`src/rtl/clk_step_ctrl.sv`:
```
// Programmable clock-enable generator for a stepped CPU: free run, single step or burst of N ticks.
// The divider period is div_reg+1 cycles; div_load restarts the period and suppresses that cycle's tick.
//
// state   | meaning
// IDLE    | no ticks; cnt held at 0, waiting for a start condition
// S_RUN   | ticks every div_reg+1 cycles while mode stays RUN
// S_STEP  | emits one tick, then returns to IDLE
// S_BURST | emits `remaining` ticks, then returns to IDLE
module clk_step_ctrl #(
  parameter int CNT_W       = 21,
  parameter int DEFAULT_DIV = 192000
) (
  input  logic             clk,
  input  logic             rst_n,
  input  logic [1:0]       mode,
  input  logic             step_req,
  input  logic [7:0]       burst_len,
  input  logic             div_load,
  input  logic [CNT_W-1:0] div_value,
  output logic             tick,
  output logic             clk_slow,
  output logic             busy,
  output logic [1:0]       state,
  output logic [31:0]      tick_total
);

  typedef enum logic [1:0] {
    IDLE    = 2'b00,
    S_RUN   = 2'b01,
    S_STEP  = 2'b10,
    S_BURST = 2'b11
  } state_t;

  localparam logic [1:0] MODE_HALT  = 2'b00;
  localparam logic [1:0] MODE_RUN   = 2'b01;
  localparam logic [1:0] MODE_STEP  = 2'b10;
  localparam logic [1:0] MODE_BURST = 2'b11;

  state_t           state_q, state_d;
  logic [CNT_W-1:0] cnt_q, cnt_d;
  logic [CNT_W-1:0] div_reg;
  logic [7:0]       remaining_q, remaining_d;
  logic             hit;

  assign hit   = (cnt_q == div_reg);
  assign tick  = (state_q != IDLE) && hit && !div_load;
  assign busy  = (state_q != IDLE);
  assign state = state_q;

  always_comb begin
    state_d     = state_q;
    remaining_d = remaining_q;
    cnt_d       = cnt_q + 1'b1;
    case (state_q)
      IDLE: begin
        if (mode == MODE_RUN) begin
          state_d = S_RUN;
        end else if (mode == MODE_STEP && step_req) begin
          state_d = S_STEP;
        end else if (mode == MODE_BURST && step_req && burst_len != 8'd0) begin
          state_d     = S_BURST;
          remaining_d = burst_len;
        end
      end
      S_RUN: begin
        if (mode != MODE_RUN) state_d = IDLE;
      end
      S_STEP: begin
        if (mode == MODE_HALT || tick) state_d = IDLE;
      end
      S_BURST: begin
        if (mode == MODE_HALT) begin
          state_d     = IDLE;
          remaining_d = 8'd0;
        end else if (tick) begin
          remaining_d = remaining_q - 1'b1;
          if (remaining_q == 8'd1) state_d = IDLE;
        end
      end
      default: state_d = IDLE;
    endcase
    // Clearing on entry to IDLE makes every new start begin a full period.
    if (div_load || hit || state_q == IDLE || state_d == IDLE) cnt_d = '0;
  end

  always_ff @(posedge clk or negedge rst_n) begin
    if (!rst_n) begin
      state_q     <= IDLE;
      cnt_q       <= '0;
      remaining_q <= 8'd0;
      div_reg     <= CNT_W'(DEFAULT_DIV);
      clk_slow    <= 1'b0;
      tick_total  <= 32'd0;
    end else begin
      state_q     <= state_d;
      cnt_q       <= cnt_d;
      remaining_q <= remaining_d;
      if (div_load) div_reg <= div_value;
      clk_slow    <= clk_slow ^ tick;
      tick_total  <= tick_total + {31'd0, tick};
    end
  end

endmodule
```
`config.mk`:
```
export PLATFORM = sky130hd
export DESIGN_NAME = clk_step_ctrl
export DESIGN_NICKNAME = d
export VERILOG_FILES = /design/src/rtl/clk_step_ctrl.sv
export SDC_FILE = /design/constraint.sdc
export NUM_CORES = 1
export LEC_CHECK = 0
export ABC_AREA = 1
export CORE_ASPECT_RATIO = 0.5
export CORE_MARGIN = 2
export CORE_UTILIZATION = 49
export CTS_CLUSTER_DIAMETER = 40
export DETAILED_ROUTE_END_ITERATION = 6
export PLACE_DENSITY = 0.77
export SYNTH_ARGS = -nofsm -noshare
export SYNTH_HDL_FRONTEND = slang
export SYNTH_SLANG_ARGS = --single-unit
```
`constraint.sdc`:
```
create_clock -name clk -period 2.6 [get_ports clk]
set_clock_uncertainty 0.1 [all_clocks]
set_input_delay 0.52 -clock clk [delete_from_list [all_inputs] [get_ports clk]]
set_output_delay 0.52 -clock clk [all_outputs]
set_load 0.03 [all_outputs]
```
Word level (Yosys, flattened, before mapping)

Cells that the tools add are included.
W data, S select, Z words.

Register bits after elaboration: 85
Bits of input ports: 35
Output and inout port bits: 37

Add/sub/neg operators: 3
Eq/ne operators: 13
Mux-type cells: 16
Bitwise logic cells: 1
Reductions and logical operators: 17

Operators with widths:

| kind                    | number |
|---|---|
| $mux W8                 | 5 |
| $add A32 B1 Y32         | 1 |
| $add A21 B1 Y21 const B | 1 |
| $eq A21 B21 Y1          | 1 |
| $mux W21                | 1 |
| $mux W2                 | 8 |
| $pmux W8 S2             | 1 |
| $eq A2 B2 Y1 const B    | 4 |
| $eq A8 B1 Y1 const B    | 1 |
| $pmux W2 S4             | 1 |
| $reduce_bool A8 Y1      | 1 |
| $sub A8 B1 Y8 const B   | 1 |
| $logic_not A2 Y1        | 3 |
| $ne A2 B2 Y1 const B    | 3 |
| $logic_and A1 B1 Y1     | 5 |
| $reduce_and A5 Y1       | 1 |
| $eq A2 B1 Y1 const B    | 2 |
| $logic_or A1 B1 Y1      | 4 |
| $reduce_bool A2 Y1      | 2 |
| $ne A3 B3 Y1 const B    | 1 |
| $ne A2 B1 Y1 const B    | 1 |
| $logic_not A1 Y1        | 1 |
| $xor A1 B1 Y1           | 1 |

Depth between registers and ports, before layout

Word-level depth: 10
Depth in mapped cells: 20

Least setup slack after synthesis

No wires, ideal clock.

Path type: reg2reg
Start: register div_reg[11]
End: register tick_total[30]
Setup time: 0.123 ns
Data arrival time: 2.670 ns
Data required time: 2.377 ns
Path slack: -0.293 ns
Cell stages (with the launch flop): 21
Period minus slack after synthesis: 2.893 ns
Cell sequence: dfstp_2 > inv_1 > nand2_1 > nand2_1 > nor2_1 > nand2_1 > nor2_2 > nand4_2 > inv_2 > ha_1 > ha_1 > nand3_1 > inv_1 > nand2_1 > nor2_1 > inv_1 > nor2_1 > inv_1 > nor2_1 > nand3_1 > xor2_1

Word-level cells in the longest chain between the ends: 4

RTL lines:

| element                           | line | RTL |
|---|---|---|
| start, declared                   | 41   | `logic [CNT_W-1:0] div_reg;` |
| start signal, assigned            | 91   | `div_reg <= CNT_W'(DEFAULT_DIV);` |
| start signal, assigned            | 98   | `if (div_load) div_reg <= div_value;` |
| $eq A21 B21 Y1                    | 45   | `assign hit = (cnt_q == div_reg);` |
| $logic_and A1 B1 Y1 (2 in series) | 46   | `assign tick = (state_q != IDLE) && hit && !div_load;` |
| named net tick                    | 20   | `output logic tick,` |
| $add A32 B1 Y32                   | 100  | `tick_total <= tick_total + {31'd0, tick};` |
| end signal, assigned              | 100  |  |
| end, declared                     | 24   | `output logic [31:0] tick_total` |

The timed path passes the listed nets, and every way through them passes these cells.
A chain may end at the register's enable or synchronous reset.

Final worst setup path

Start: register div_reg[11]
End: register tick_total[29]

Word-level cells in the longest chain between the ends: 4

RTL lines:

| element                           | line |
|---|---|
| $eq A21 B21 Y1                    | 45 |
| $logic_and A1 B1 Y1 (2 in series) | 46 |
| $add A32 B1 Y32                   | 100 |

No other way between the ends.

==> flow_summary.json <==
{
  "grt_pass1_wl_um": 17500,
  "power_mw": 3.86,
  "grt_overflow_total": 0,
  "cp.required_ns": 2.73,
  "fin_util": 0.717,
  "grt_pass1_vias": 3828,
  "power.leakage_nw": 2.93,
  "setup_viol": 12,
  "synth_seq_cells": 85,
  "drt_wl_total_um": 10400,
  "clk_latency_ns": 0.35,
  "synth-edff-count": 0,
  "mostFrequentLayoutCell": "nand2_1",
  "avgSynthCellArea_um2": 8.49,
  "num_rows": 24,
  "place_inst": 757,
  "fillCellCount": 642,
  "synth_ff_type": "dfrtp_1",
  "dieHeight_um": 71.8,
  "syn_inst": 531,
  "startpoint_type": "flip-flop",
  "cp-end-kind": "flip-flop",
  "place.gp.congestion": 0.865,
  "setup_slack_ns": -0.149,
  "clock.fmax_mhz": 364,
  "dr.pass1.iters": 4,
  "final_cell_mix": "nand2_1, dfrtp_1, clkdlybuf4s50_1",
  "stdcell_count": 790,
  "layout_min_cycle_time_ns": 2.75,
  "grt_max_degree": 45,
  "boundaryPins": 72,
  "cts_buffers": 9,
  "violations": "negative setup slack",
  "ys_warn_count": 0,
  "path_class": "flip-flop to flip-flop",
  "track_usage": 0.216,
  "final_hold_viol_count": 0,
  "yosysUniqueCellTypes": 34,
  "grt_setup_unrepaired": "yes",
  "io_buffers": 71,
  "cts.htree.levels": 3,
  "avgViaCountPerCell": 4.84,
  "slew_violations": 0,
  "path_clk_slew_ns": 0.06,
  "cts_tree": "built",
  "clockBufferDepth": 2,
  "period_share": 1.06,
  "ys_async_sr_fraction": 1.00,
  "first_iter_violations": 249,
  "maxCapViolCount": 0,
  "crit_fanout": 3,
  "diodes": 0,
  "vdd_ir_drop_max_mv": 0.376,
  "final_antenna_net_count": 0,
  "cp.arrival_ns": 2.87,
  "powerDensity_nw_per_um2": 609,
  "antenna_found_initial": 0,
  "route.vias.total": 3827,
  "largest_reg_flops": 32,
  "fin_setup_tns_ns": -1.28,
  "status": "finished with violations",
  "final_nets": 709,
  "wl_per_cell_um": 13.2,
  "hold_buffers": 0,
  "synthToLayoutAreaGrowth_pct": 40.5,
  "clock_sink_count": 85,
  "drive_gt1_frac": 0.250,
  "start_util": 0.510,
  "remaining_drc_errors": 0,
  "synth_area_um2": 4510,
  "hpwl_um": 7070,
  "ys_seq_area_frac": 0.474,
  "fp.dieW_um": 140,
  "relSlewSlack": 0.619,
  "root_buffer": "clkbuf_16",
  "synth_nets": 571,
  "core_um2": 8830,
  "tightest_slew_ns": 0.572,
  "hp-class": "input port to async pin",
  "pre_cts_slack_ns": -0.351,
  "die-area_um2": 10000
}
[synthesized netlist by cell type (5+ instances only)]
library cell    n  area [um^2]
dfrtp_1        78         1950
dfstp_2         7          184
ha_1            5         62.6
inv_1          66          248
inv_2          11         41.3
mux2_2          5         56.3
nand2_1       120          450
nand3_1        19         95.1
nand3_2         5         50.1
nand4_1         9         56.3
nor2_1         55          206
nor2_2         20          125
nor3_1         14         70.1
o21ai_0        26          130
o22ai_1         6         37.5
xnor2_1        16          140
xor2_1         42          368
[kinds of logic (layout without fill, tap and decap cells)]
logic type	Yosys count	after routing	synth area share
AO/OA/AOI/OAI	39	39	0.0514
XOR/XNOR	58	58	0.113
adder cells (fa/ha/maj)	5	5	0.0139
buffers and inverters	86	228	0.0780
flip-flops	85	85	0.474
multiplexers	5	5	0.0125
AND/OR/NAND/NOR	253	253	0.258
[routing by layer]
metal,up-vias,routed length (um),global-route usage
li1,1934,-,-
met1,1811,4830,0.282
met2,69,5040,0.370
met3,13,399,0.0535
met4,0,119,0.0522
met5,-,0,0
[power by group]
part / internal (mW) / switching [mW] / total (mW)
Combinational: 0.452 / 0.565 / 1.02
Clock: 0.793 / 0.502 / 1.30
Sequential: 1.45 / 0.0984 / 1.55
[worst paths after layout]
path	startpoint	end	slack, ns	cells past startpoint
setup / recovery	div_reg[11]	tick_total[29]	-0.15	19
setup reg to reg	div_reg[11]	tick_total[29]	-0.15	19
min in group clk	tick_total[31]	tick_total[31]	0.38	1
hold / removal	rst_n	div_reg[20]	0.08	1
hold reg to reg	tick_total[31]	tick_total[31]	0.38	1
max in group asynchronous	rst_n	div_reg[9]	1.65	2
[final cells by class]
type | count | area (um^2) | share of cell area
sequential | 85 | 2140 | 0.337
tap | 117 | 146 | 0.0231
timing repair buffer | 134 | 1260 | 0.199
multi-input combinational | 360 | 2190 | 0.346
clock buffer | 14 | 264 | 0.0417
clock inverter | 1 | 30.0 | 0.00474
inverter | 79 | 304 | 0.0480
[through the flow]
step	area (um^2)	hold slack, ns
floorplan	4570	0.124
global placement	5730	0.362
detailed placement	5730	0.372
CTS	6160	0.0923
global route	6330	0.119
finish	6330	0.0767
[worst max-delay path, cell delays in order, from the launching register on]
cell and delay [ns]:
dfstp_2 0.54, inv_2 0.04, nand2_2 0.04, nand2_1 0.05, nor2_1 0.09, nand2_1 0.08, nor2_2 0.14, nand4_2 0.16
inv_4 0.10, ha_4 0.15, nand3_2 0.07, nor2_1 0.11, nand2_1 0.11, nor2_2 0.12, nand3_2 0.12, nor3_2 0.15
nand2_2 0.11, nor2_4 0.14, nand3_1 0.09, xnor2_1 0.13
[what timing repair did]
| item | CTS | global route |
|---|---|---|
| setup endpoints to repair | 12 | 41 |
| hold endpoints to repair | 0 | 0 |
| pin swaps | 7 | 6 |
| setup buffers | 15 | 5 |
| resized for setup | 5 | 24 |
| cloned | 0 | 3 |
(Power assumes the default switching activity.)
